==> src/rtl/mem_io_bridge.sv <==
// mem_io_bridge: decodes processor accesses into RAM, LED/HEX/switch ports and an interval timer.
// Read data returns exactly one clock after the address is presented.
module mem_io_bridge #(
    parameter int          RAM_AW   = 8,
    parameter logic [15:0] PRESCALE = 16'd50000
) (
    input  logic              Clock,
    input  logic              Resetn,
    input  logic [15:0]       ADDR,
    input  logic [15:0]       DOUT,
    input  logic              W,
    output logic [15:0]       DIN,
    input  logic [15:0]       ram_q,
    output logic [RAM_AW-1:0] ram_addr,
    output logic [15:0]       ram_data,
    output logic              ram_wren,
    input  logic [9:0]        SW,
    output logic [9:0]        LEDR,
    output logic [41:0]       HEX
);
    localparam logic [15:0] PRE_MAX = PRESCALE - 16'd1;

    logic [3:0]  w_region;
    logic        w_wr_led, w_wr_hex, w_wr_ctrl, w_wr_load, w_wr_status;
    logic        w_tick, w_timeout_set;
    logic [15:0] w_tmr_rd, w_rword;
    logic        w_unused;

    logic [9:0]  r_sw_meta, r_sw_sync, r_ledr;
    logic [6:0]  r_hex [6];
    logic        r_sel_ram;
    logic [15:0] r_rdata;
    logic        r_run, r_auto, r_timeout;
    logic [15:0] r_load, r_count, r_pre;

    assign w_region    = ADDR[15:12];
    assign w_wr_led    = W && w_region == 4'h1;
    assign w_wr_hex    = W && w_region == 4'h2 && ADDR[2:0] < 3'd6;
    assign w_wr_ctrl   = W && w_region == 4'h4 && ADDR[1:0] == 2'd0;
    assign w_wr_load   = W && w_region == 4'h4 && ADDR[1:0] == 2'd1;
    assign w_wr_status = W && w_region == 4'h4 && ADDR[1:0] == 2'd2;
    assign w_unused    = &{1'b0, ADDR[11:RAM_AW]};

    assign ram_addr = ADDR[RAM_AW-1:0];
    assign ram_data = DOUT;
    assign ram_wren = Resetn && W && w_region == 4'h0;

    assign LEDR = r_ledr;
    assign DIN  = r_sel_ram ? ram_q : r_rdata;

    genvar i;
    generate
        for (i = 0; i < 6; i++) begin : g_hex
            assign HEX[7*i +: 7] = r_hex[i];
        end
    endgenerate

    assign w_tick        = r_run && r_pre == 16'd0;
    assign w_timeout_set = w_tick && r_count == 16'd0 && !w_wr_load;

    assign w_tmr_rd = ADDR[1:0] == 2'd0 ? {14'b0, r_auto, r_run} :
                      ADDR[1:0] == 2'd1 ? r_load :
                      ADDR[1:0] == 2'd2 ? {15'b0, r_timeout} : r_count;

    always_comb begin
        w_rword = 16'h0000;
        case (w_region)
            4'h1:    w_rword = {6'b0, r_ledr};
            4'h2:    w_rword = ADDR[2:0] < 3'd6 ? {9'b0, r_hex[ADDR[2:0]]} : 16'h0000;
            4'h3:    w_rword = {6'b0, r_sw_sync};
            4'h4:    w_rword = w_tmr_rd;
            default: w_rword = 16'h0000;
        endcase
    end

    always_ff @(posedge Clock) begin
        if (!Resetn) begin
            r_sw_meta <= '0;
            r_sw_sync <= '0;
            r_ledr    <= '0;
            for (int k = 0; k < 6; k++) r_hex[k] <= 7'h7F;
            r_sel_ram <= 1'b0;
            r_rdata   <= '0;
        end else begin
            r_sw_meta <= SW;
            r_sw_sync <= r_sw_meta;
            if (w_wr_led) r_ledr <= DOUT[9:0];
            if (w_wr_hex) r_hex[ADDR[2:0]] <= DOUT[6:0];
            r_sel_ram <= w_region == 4'h0;
            r_rdata   <= w_rword;
        end
    end

    // A LOAD write overrides any tick landing in the same cycle.
    always_ff @(posedge Clock) begin
        if (!Resetn) begin
            r_run     <= 1'b0;
            r_auto    <= 1'b0;
            r_timeout <= 1'b0;
            r_load    <= '0;
            r_count   <= '0;
            r_pre     <= PRE_MAX;
        end else begin
            if (w_wr_load) begin
                r_load  <= DOUT;
                r_count <= DOUT;
                r_pre   <= PRE_MAX;
            end else begin
                if (r_run) r_pre <= w_tick ? PRE_MAX : r_pre - 16'd1;
                if (w_tick) r_count <= r_count != 16'd0 ? r_count - 16'd1 : r_auto ? r_load : r_count;
            end
            if (w_wr_ctrl) begin
                r_run  <= DOUT[0];
                r_auto <= DOUT[1];
            end else if (w_timeout_set && !r_auto) begin
                r_run <= 1'b0;
            end
            if (w_timeout_set) r_timeout <= 1'b1;
            else if (w_wr_status) r_timeout <= 1'b0;
        end
    end
endmodule

==> config.mk <==
export PLATFORM = sky130hd
export DESIGN_NAME = mem_io_bridge
export DESIGN_NICKNAME = d
export VERILOG_FILES = /design/src/rtl/mem_io_bridge.sv
export SDC_FILE = /design/constraint.sdc
export NUM_CORES = 1
export LEC_CHECK = 0
export BUFFER_PORTS_ARGS = -buffer_cell sky130_fd_sc_hd__buf_2
export CELL_PAD_IN_SITES_DETAIL_PLACEMENT = 1
export CELL_PAD_IN_SITES_GLOBAL_PLACEMENT = 1
export CORE_MARGIN = 8
export CORE_UTILIZATION = 44
export DETAILED_ROUTE_END_ITERATION = 7
export HOLD_SLACK_MARGIN = 0.15
export PLACE_DENSITY_LB_ADDON = 0.1
export SLEW_MARGIN = 10
export SYNTH_ARGS = -nofsm -noshare
export SYNTH_HDL_FRONTEND = slang
export SYNTH_SLANG_ARGS = --single-unit
==> constraint.sdc <==
create_clock -name Clock -period 4.67 [get_ports Clock]
set_input_delay 0.467 -clock Clock [delete_from_list [all_inputs] [get_ports Clock]]
set_output_delay 0.467 -clock Clock [all_outputs]
set_load 0.02 [all_outputs]
==> summary.md <==
| Metric | Value |
|---|---|
| CTS root buf | clkbuf_16 |
| Top cells by area, synth | dfxtp_1 (28%), edfxtp_1 (18%), nand2_1 (4.7%) |
| Post-Route WL | 22200 um |
| Pwr dens | 368 mW/mm^2 |
| Fin cells | 1045 |
| Main synth FF type | dfxtp_1 |
| Postcts setup bufs | 0 |
| Vias after detailed routing | 5904 |
| Post_cts resized | 0 |
| Outcome | complete, no violations |
| Post-synthesis sequential area ratio | 46.5% |
| P_int | 2.26 mW |
| Worst hold margin | 245 ps |
| Count of cell types in the netlist | 69 |
| Vias in the first global route | 6276 |
| Wire length on met2 | 11000 um |
| Min-delay worst type | input port to flop |
| Most common cell after layout, fill and taps aside | buf_2 |
| Slew Limit Headroom | 34.1% |
| PortBufs | 139 |
| Post-DR vias/cell | 5.65 |
| Final Util | 52.6% |
| Share of the synthesized area in the top cell type | 28.3% |
| Area of the multi-input gates | 0.00330 mm^2 |
| Static Leak | 3.26 nW |
| CP endpoint | r_timeout$_SDFFE_PN0P_ |
| Yosys warnings | 0 |
| Critical Path AT | 2880 ps |
| CORE AREA | 0.0157 mm^2 |
| Final worst-path cycle share | 54.4% |
| H-tree levels | 4 |
| Setup CP Type | flop to flop |
| Worst r2r path cells | 5 |
| Initial antenna violation count | 0 |
| Initial DRC Count | 371 |
| Drt first pass iters | 5 |
| Crit path launch | r_count[2]$_SDFFE_PN0P_ |
| Flop and latch count out of synthesis | 140 |
| IO Pins | 154 |
| CTS tree | yes |
| Share of power burned in registers | 43.1% |
| FFs w/ async S/R, synth | 0% |
| Reg clk slew, reported paths | 60 ps |
| Syn nets | 781 |
| Setup slack, reg-to-reg | 2130 ps |
| Clock buffer depth | 2 |
| Finish-stage setup viols | 0 |
| Critical path data required time | 5010 ps |
| Residual DRC | 0 |
| Gr usage total | 22.4% |
| R2R Path Start | r_count[2]$_SDFFE_PN0P_ |
| Least-Margin Pin Slew | 985 ps |
| Die area | 0.0200 mm^2 |
| Fmax | 393 MHz |
| Initial Utilization | 44.3% |
| Routed Antenna Nets | 0 |
| GRT overflow | 0 |
| RD Place Congestion | 0.870 |
| CTS buffer count | 17 |
| Switching Share | 25.6% |
| Share of layout cells above drive strength 1 | 28.7% |
| Max-cap violations | 0 |
| Post-Syn Instances | 716 |
| Global-route wire length before repair | 34900 um |
| Final min period | 2540 ps |
| Synthesis-to-layout area growth | 18.7% |
| Syn_area_per_cell | 9.69 um^2 |
| Comb power frac | 9.1% |
| Clock skew | 6.11 ps |
| Sw Pwr | 0.775 mW |
| Post-synth EDFFs | 42 |
| # fillers | 1815 |
| Final Max Slew Viols | 0 |
| Hpwl dp | 15900 um |
| Most frequent cells in the layout | buf_2 (139), dfxtp_1 (98), nand2_1 (87) |
| Clk pwr share | 47.8% |
| Worst Setup Slack, final | 2130 ps |
| Pin count of the biggest net entering global routing | 38 |
| Worst-case vdd ir drop | 0.000242 V |
| Routed len/inst | 21.3 um |
| Pre-CTS setup slack | 1830 ps |
| Nets | 881 |
| Register area | 0.00322 mm^2 |
| Die width | 142 um |
| Placed Cells | 1013 |
| WL met3 | 1470 um |
| Die Y | 142 um |
| Post-synthesis cell area | 0.00694 mm^2 |
| Reg-to-Reg End | r_timeout$_SDFFE_PN0P_ |
| Unrepaired setup endpoints after global routing | no |
| FP Rows | 46 |
| Met1 WL | 9190 um |
| Antenna Cells | 0 |
| Post-CTS Hold Fix Bufs | 0 |
| Worst-path maximum fanout | 14 |
| Setup TNS | 0 ps |
| Crit path launch type | flop |
| Clock Latency Late Sink | 420 ps |
| Crit. End Element | flop |
| Cell taking the most area after synthesis | dfxtp_1 |
| Max Used Layer | met4 |
| CTS Sinks | 140 |
| Endpoints failing hold | 0 |
critical path, cell delays in order, from the launching register on:
cell and delay, ps:
dfxtp_1 400, nor4_4 740, nand4_2 430, nor3_2 530, nor4b_1 110, nor3_1 230
logic make-up (layout without fill, tap and decap cells):
logic type / count (synthesis) / after routing / synth area share, %
simple gates: 302 / 302 / 23.9
flops: 140 / 140 / 46.5
compound gates: 120 / 120 / 11.5
buf+inv: 81 / 194 / 6.06
mux: 50 / 50 / 8.95
xor+xnor: 19 / 19 / 2.40
fa+ha+maj: 4 / 4 / 0.722
power groups by stage:
stage | Combinational, mW | Clock [mW] | Sequential [mW]
6_report | 0.277 | 1.45 | 1.31
5_1_grt | 0.296 | 1.52 | 1.31
4_1_cts | 0.279 | 1.47 | 1.30
3_5_place_dp | 0.276 | 0 | 1.33
3_3_place_gp | 0.270 | 0 | 1.33
2_1_floorplan | 0.161 | 0 | 1.35
metal layers:
layer / global-route usage, % / up-vias
met5: 0 / -
met4: 9.84 / 0
met3: 5.58 / 37
met2: 38.1 / 218
met1: 26.3 / 2915
li1: - / 2734
worst min path at each step:
stage,startpoint,to,slack (ps),cells after the start
6_report,SW[4],r_sw_meta[4]$_SDFF_PN0_,250,2
4_1_cts,SW[4],r_sw_meta[4]$_SDFF_PN0_,230,2
3_3_place_gp,r_sw_meta[8]$_SDFF_PN0_,r_sw_sync[8]$_SDFF_PN0_,420,1
3_5_place_dp,r_sw_meta[3]$_SDFF_PN0_,r_sw_sync[3]$_SDFF_PN0_,430,1
2_1_floorplan,r_sw_meta[0]$_SDFF_PN0_,r_sw_sync[0]$_SDFF_PN0_,410,1
5_1_grt,SW[8],r_sw_meta[8]$_SDFF_PN0_,230,2
stage by stage:
step           instance area [um^2]  total power, mW
5_1_grt                        8230             3.12
6_report                       8230             3.03
3_5_place_dp                   7600             1.61
3_3_place_gp                   7600             1.60
4_1_cts                        8230             3.05
2_1_floorplan                  6940             1.51
Yosys cell counts (16+ instances only):
| master | number |
|---|---|
| dfxtp_1 | 98 |
| nand2_1 | 87 |
| nor2_1 | 49 |
| a21oi_1 | 43 |
| edfxtp_1 | 42 |
| nand2b_1 | 36 |
| buf_4 | 26 |
| mux2i_1 | 26 |
| nand3_1 | 26 |
| and2_1 | 25 |
| clkbuf_1 | 19 |
| inv_1 | 16 |
| mux2_2 | 16 |
sequential cells by signal (all words and copies together) (netlist names), 10 cells and up:
register and cells:
r_rdata 16, r_count 16, r_hex 42, r_load 16, r_sw_sync 10, LEDR 10, r_sw_meta 10, r_pre 16
cell type report:
type / instances / area share (%)
timing repair buffer: 145 / 9.00
tap: 216 / 3.28
inverter: 17 / 0.775
clock buffer: 20 / 5.94
multi-input combinational: 495 / 40.1
clock inverter: 12 / 1.76
sequential: 140 / 39.2
Power figures use the tool's default switching activity.
